**config.mk**
```make
export PLATFORM = sky130hd
export DESIGN_NAME = operand_loader
export DESIGN_NICKNAME = d
export VERILOG_FILES = /design/src/rtl/rsa_pkg.sv /design/src/rtl/byte_shreg.sv /design/src/rtl/operand_loader.sv
export SDC_FILE = /design/constraint.sdc
export NUM_CORES = 1
export LEC_CHECK = 0
export CAP_MARGIN = 20
export CORE_ASPECT_RATIO = 1.75
export CORE_MARGIN = 1
export CORE_UTILIZATION = 41
export DETAILED_ROUTE_END_ITERATION = 12
export PLACE_DENSITY = 0.86
export SYNTH_ARGS = -nofsm -noshare
export SYNTH_HDL_FRONTEND = slang
export SYNTH_SLANG_ARGS = --single-unit
```
**constraint.sdc**
```tcl
create_clock -name clk -period 1.4 [get_ports clk]
set_input_delay 0.28 -clock clk [delete_from_list [all_inputs] [get_ports clk]]
set_output_delay 0.28 -clock clk [all_outputs]
set_load 0.005 [all_outputs]
```
**src/rtl/rsa_pkg.sv**
```systemverilog
// Shared definitions for the RSA operand loader: byte width and FSM state encoding.
package rsa_pkg;

   localparam int BYTE_W = 8;

   typedef enum logic [2:0] {
      IDLE   = 3'd0,
      LOAD_M = 3'd1,
      LOAD_E = 3'd2,
      LOAD_N = 3'd3,
      CHECK  = 3'd4,
      START  = 3'd5,
      WAIT   = 3'd6
   } state_e;

endpackage

```
**src/rtl/byte_shreg.sv**
```systemverilog
// LSB-first byte assembler: each loaded byte enters at the top and shifts down,
// so after WIDTH/8 loads the first byte sits in the least-significant position.
module byte_shreg
   import rsa_pkg::*;
#(
   parameter int WIDTH = 16
) (
   input  logic              clk,
   input  logic              rstb,
   input  logic              load_i,
   input  logic [BYTE_W-1:0] din_i,
   output logic [WIDTH-1:0]  q_o
);

   logic [WIDTH-1:0] q_q;
   logic [WIDTH-1:0] q_d;

   generate
      if (WIDTH == BYTE_W) begin : g_single
         always_comb q_d = load_i ? din_i : q_q;
      end else begin : g_multi
         always_comb q_d = load_i ? {din_i, q_q[WIDTH-1:BYTE_W]} : q_q;
      end
   endgenerate

   always_ff @(posedge clk or negedge rstb) begin
      if (!rstb) q_q <= '0;
      else       q_q <= q_d;
   end

   assign q_o = q_q;

endmodule

```
**src/rtl/operand_loader.sv**
```systemverilog
// Streams M, E and N (LSB byte first) into operand registers and launches the crypt core.
// Optional operand sanity check enabled by defining OPERAND_LOADER_CHECK_EN.
module operand_loader
   import rsa_pkg::*;
#(
   parameter int WIDTH = 16
) (
   input  logic              clk,
   input  logic              rstb,
   input  logic              en,
   input  logic [BYTE_W-1:0] din,
   input  logic              din_valid,
   output logic              din_ready,
   input  logic              eoc,
   output logic [WIDTH-1:0]  M_o,
   output logic [WIDTH-1:0]  E_o,
   output logic [WIDTH-1:0]  N_o,
   output logic              start,
   output logic              busy,
   output logic              err
);

   localparam int NBYTES = WIDTH / BYTE_W;
   localparam int CNT_W  = (NBYTES > 1) ? $clog2(NBYTES) : 1;

   state_e           state_q, state_d;
   logic [CNT_W-1:0] cnt_q, cnt_d;
   logic             acc;
   logic             last;
   logic             ld_m, ld_e, ld_n;

   assign din_ready = rstb & ((state_q == IDLE) || (state_q == LOAD_M) ||
                              (state_q == LOAD_E) || (state_q == LOAD_N));
   assign acc  = en & din_valid & din_ready;
   assign last = (cnt_q == CNT_W'(NBYTES - 1));

   // A byte taken in IDLE is M byte 0 and restarts the M register fill.
   assign ld_m = acc & ((state_q == IDLE) || (state_q == LOAD_M));
   assign ld_e = acc & (state_q == LOAD_E);
   assign ld_n = acc & (state_q == LOAD_N);

`ifdef OPERAND_LOADER_CHECK_EN
   logic err_q, err_d;
   logic bad_op;

   // N == 0 is already even; listed separately to keep the intent readable.
   assign bad_op = (N_o == '0) | ~N_o[0] | (M_o >= N_o);
   assign err    = err_q;
`else
   assign err    = 1'b0;
`endif

   always_comb begin
      state_d = state_q;
      cnt_d   = cnt_q;
`ifdef OPERAND_LOADER_CHECK_EN
      err_d   = err_q;
`endif
      if (acc) cnt_d = last ? '0 : cnt_q + CNT_W'(1);
      case (state_q)
         IDLE: begin
            if (acc) begin
               state_d = last ? LOAD_E : LOAD_M;
`ifdef OPERAND_LOADER_CHECK_EN
               err_d   = 1'b0;
`endif
            end
         end
         LOAD_M: if (acc && last) state_d = LOAD_E;
         LOAD_E: if (acc && last) state_d = LOAD_N;
         LOAD_N: if (acc && last) state_d = CHECK;
         CHECK: begin
            if (en) begin
`ifdef OPERAND_LOADER_CHECK_EN
               if (bad_op) begin
                  err_d   = 1'b1;
                  state_d = IDLE;
               end else begin
                  state_d = START;
               end
`else
               state_d = START;
`endif
            end
         end
         START:   if (en) state_d = WAIT;
         WAIT:    if (en && eoc) state_d = IDLE;
         default: state_d = IDLE;
      endcase
   end

   always_ff @(posedge clk or negedge rstb) begin
      if (!rstb) begin
         state_q <= IDLE;
         cnt_q   <= '0;
`ifdef OPERAND_LOADER_CHECK_EN
         err_q   <= 1'b0;
`endif
      end else begin
         state_q <= state_d;
         cnt_q   <= cnt_d;
`ifdef OPERAND_LOADER_CHECK_EN
         err_q   <= err_d;
`endif
      end
   end

   assign start = (state_q == START);
   assign busy  = (state_q != IDLE);

   byte_shreg #(.WIDTH(WIDTH)) u_m (
      .clk(clk), .rstb(rstb), .load_i(ld_m), .din_i(din), .q_o(M_o)
   );
   byte_shreg #(.WIDTH(WIDTH)) u_e (
      .clk(clk), .rstb(rstb), .load_i(ld_e), .din_i(din), .q_o(E_o)
   );
   byte_shreg #(.WIDTH(WIDTH)) u_n (
      .clk(clk), .rstb(rstb), .load_i(ld_n), .din_i(din), .q_o(N_o)
   );

endmodule
```
==> results.sh, run 1 <==
export IMPL_synthSimpleGateAreaFrac_pct=4.611
export IMPL_power_leakage_nw=1.556
export IMPL_setup_viol=5
export IMPL_required_ns=1.12
export IMPL_synth_avg_cell_area_sq_um=15.48
export IMPL_rsz0062_at_grt="yes"
export IMPL_synth_edf_count=0
export IMPL_synth_top_area_share_pct=62.28
export IMPL_pre_cts_ws_ns=-0.4734
export IMPL_grt_antenna_before_repair=0
export IMPL_grt_max_degree=40
export IMPL_place_hpwl_mm=3.094
export IMPL_area_growth_pct=48.80
export IMPL_fin_area_sq_um=3109
export IMPL_core_area_sq_um=4935
export IMPL_cts_clk_slew_worst_paths_ns=0.09
export IMPL_drtPass1Iterations=4
export IMPL_power_mw=5.980
export IMPL_synth_nets=148
export IMPL_hold_violations=0
export IMPL_htreeDepth=2
export IMPL_gp_congestion=0.8267
export IMPL_place_area_sq_um=2835
export IMPL_power_per_cell_area_nw_per_um2=1923
export IMPL_clk_latency_ns=0.30
export IMPL_port_buffers=63
export IMPL_grtUsageTotal_pct=18.60
export IMPL_skew_ns=0.005075
export IMPL_drc_errors=0
export IMPL_arrival_ns=1.14
export IMPL_layout_common_cells="dfrtp_1, dlygate4sd2_1, mux2_2"
export IMPL_route_vias_total=1497
export IMPL_grt_pass1_wl_mm=7.493
export IMPL_die_w_um=55.97
export IMPL_hold_ws_ns=0.1962
export IMPL_worstSetupPathType="reg2out"
export IMPL_cts_sinks=52
export IMPL_synth_async_reset_ratio_pct=100.0
export IMPL_yosys_area_top_type="dfrtp_1"
export IMPL_drive_gt1_share_pct=43.35
export IMPL_synth_seq_cells=52
export IMPL_drtIter0Drc=20
export IMPL_violations="setup timing"
export IMPL_synth_ff_type="dfrtp_1"
export IMPL_fin_ws_ns=-0.01966
export IMPL_cts_buffer_depth=2
export IMPL_syn_cell_area_sq_um=2090
export IMPL_hold_path_class="in2async"
export IMPL_post_drt_wl_per_cell_um=16.73
export IMPL_grt_remaining_overflow=0
export IMPL_n_antenna_cell=0
export IMPL_synthMuxAreaShare_pct=25.87
export IMPL_slew_viol_final=0
export IMPL_fmax_ghz=0.7044
export IMPL_root_buffer="clkbuf_8"
export IMPL_viasPerCell=5.216
export IMPL_synth_xor_area_share_pct=0.4192
export IMPL_period_needed_ns=1.420
export IMPL_cts_tree="yes"
export IMPL_synthTopCellsByArea="dfrtp_1, mux2_2, buf_12, nand3_2, o21ai_0"
export IMPL_dieArea_sq_um=5397
export IMPL_die_h_um=96.44
export IMPL_synth_compound_area_share_pct=3.234
export IMPL_final_nets=246
export IMPL_grt_pass1_vias=1516
export IMPL_routed_wl_mm=4.802
export IMPL_vdd_drop_max_mv=1.522
export IMPL_endpoint_kind="primary output"
export IMPL_startpoint_type="register"
export IMPL_synth_cell_types=28
export IMPL_final_common_cell="dfrtp_1"
export IMPL_period_share_pct=101.4
export IMPL_drtAntennaViolNets=0
export IMPL_synth_top_family_by_area="multiplexers"
export IMPL_synth_cells=135
export IMPL_start_util_pct=42.34
export IMPL_status="finished with violations"
export IMPL_cts_made_buffers=5
export IMPL_ys_warn_count=0
export IMPL_rows=34
export IMPL_worst_path_max_fanout=4
export IMPL_ys_seq_area_share_pct=62.28
export IMPL_cap_violations=0
export IMPL_synth_fa_ha_area_share_pct=0
export IMPL_ios=65
[worst max-delay path, cell delays in order, from the launching register on]
cell	delay (ns)
dfrtp_2	0.43
buf_6	0.13
nor3_2	0.15
buf_2	0.13
[timing repair]
item,CTS,global route
setup buffers,12,2
setup endpoints to repair,99,51
gates cloned,1,0
resized for setup,64,31
pin swaps,1,3
hold endpoints to repair,10,0
hold buffers,3,0
[per-stage QoR]
| step | util [%] | cells | setup TNS (ns) |
|---|---|---|---|
| after floorplan | - | 135 | -0.01937 |
| after global placement | 57.45 | 262 | -19.56 |
| after detailed placement | 57.45 | 262 | -20.08 |
| after CTS | 60.67 | 285 | -0.2515 |
| after global routing | 63.01 | 287 | -0.4490 |
| final | 63.01 | 287 | -0.03433 |
[per-layer routing]
| layer | wire (um) | track usage, % | part of all wire (%) |
|---|---|---|---|
| met2 | 2573 | 31.65 | 54 |
| met5 | 0 | 0 | 0 |
| met3 | 177 | 3.329 | 3.7 |
| met4 | 159 | 12.40 | 3.3 |
| met1 | 1891 | 21.44 | 39 |
[flip-flops by register name (all words and copies together), names as in the netlist]
name / flops
u_e.q_o: 16
cnt_q: 1
u_m.q_o: 16
u_n.q_o: 16
state_q: 3
[power by group]
group          internal, mW  leakage, nW  switching (mW)  total, mW
sequential             2.20        0.651           0.448       2.65
combinational          1.66        0.865           0.875       2.53
clock                 0.339       0.0400           0.465      0.804
[cell families (layout without fill, tap and decap cells)]
group | after synthesis | count (layout)
other cells | 1 | 1
simple gates | 14 | 15
compound gates | 11 | 11
xor+xnor | 1 | 1
mux | 48 | 48
buf+inv | 8 | 105
flops | 52 | 52
[path summary, 6_finish.rpt]
path | startpoint | to | slack (ns) | cells after the start
min reg2reg | u_e.q_o[3] | u_e.q_o[3] | 0.50 | 1
max in group asynchronous | rstb | state_q[1] | 0.75 | 4
max | state_q[1] | start | -0.02 | 3
min | rstb | state_q[0] | 0.20 | 3
min in group clk | rstb | state_q[0] | 0.50 | 5
max reg2reg | state_q[1] | u_n.q_o[13] | -0.01 | 4
[synthesized netlist by cell type (all sizes together), types with 2 or more instances]
| library cell | n |
|---|---|
| buf | 4 |
| inv | 3 |
| nand3 | 3 |
| nand2 | 2 |
| o21ai | 4 |
| a21oi | 2 |
| mux2 | 48 |
| and3 | 2 |
| dfrtp | 52 |
[final cells by class]
cell class	count	area [sq um]
clock inverter	2	12.51
timing repair buffer	95	825.8
fill	394	1826
clock buffer	5	68.82
multi-input combinational	76	820.8
tap	54	67.56
sequential	52	1303
inverter	3	11.26
Note: power is estimated with default switching activity, not from simulation.
==> run 2: changes to the inputs <==
--- a/config.mk
+++ b/config.mk
@@ -11,6 +11,7 @@
 export CORE_UTILIZATION = 41
 export DETAILED_ROUTE_END_ITERATION = 12
 export PLACE_DENSITY = 0.86
+export SLEW_MARGIN = 10
 export SYNTH_ARGS = -nofsm -noshare
 export SYNTH_HDL_FRONTEND = slang
 export SYNTH_SLANG_ARGS = --single-unit
==> results of run 2 <==
The final DEF is identical to that of run 1; final timing and power are the same.
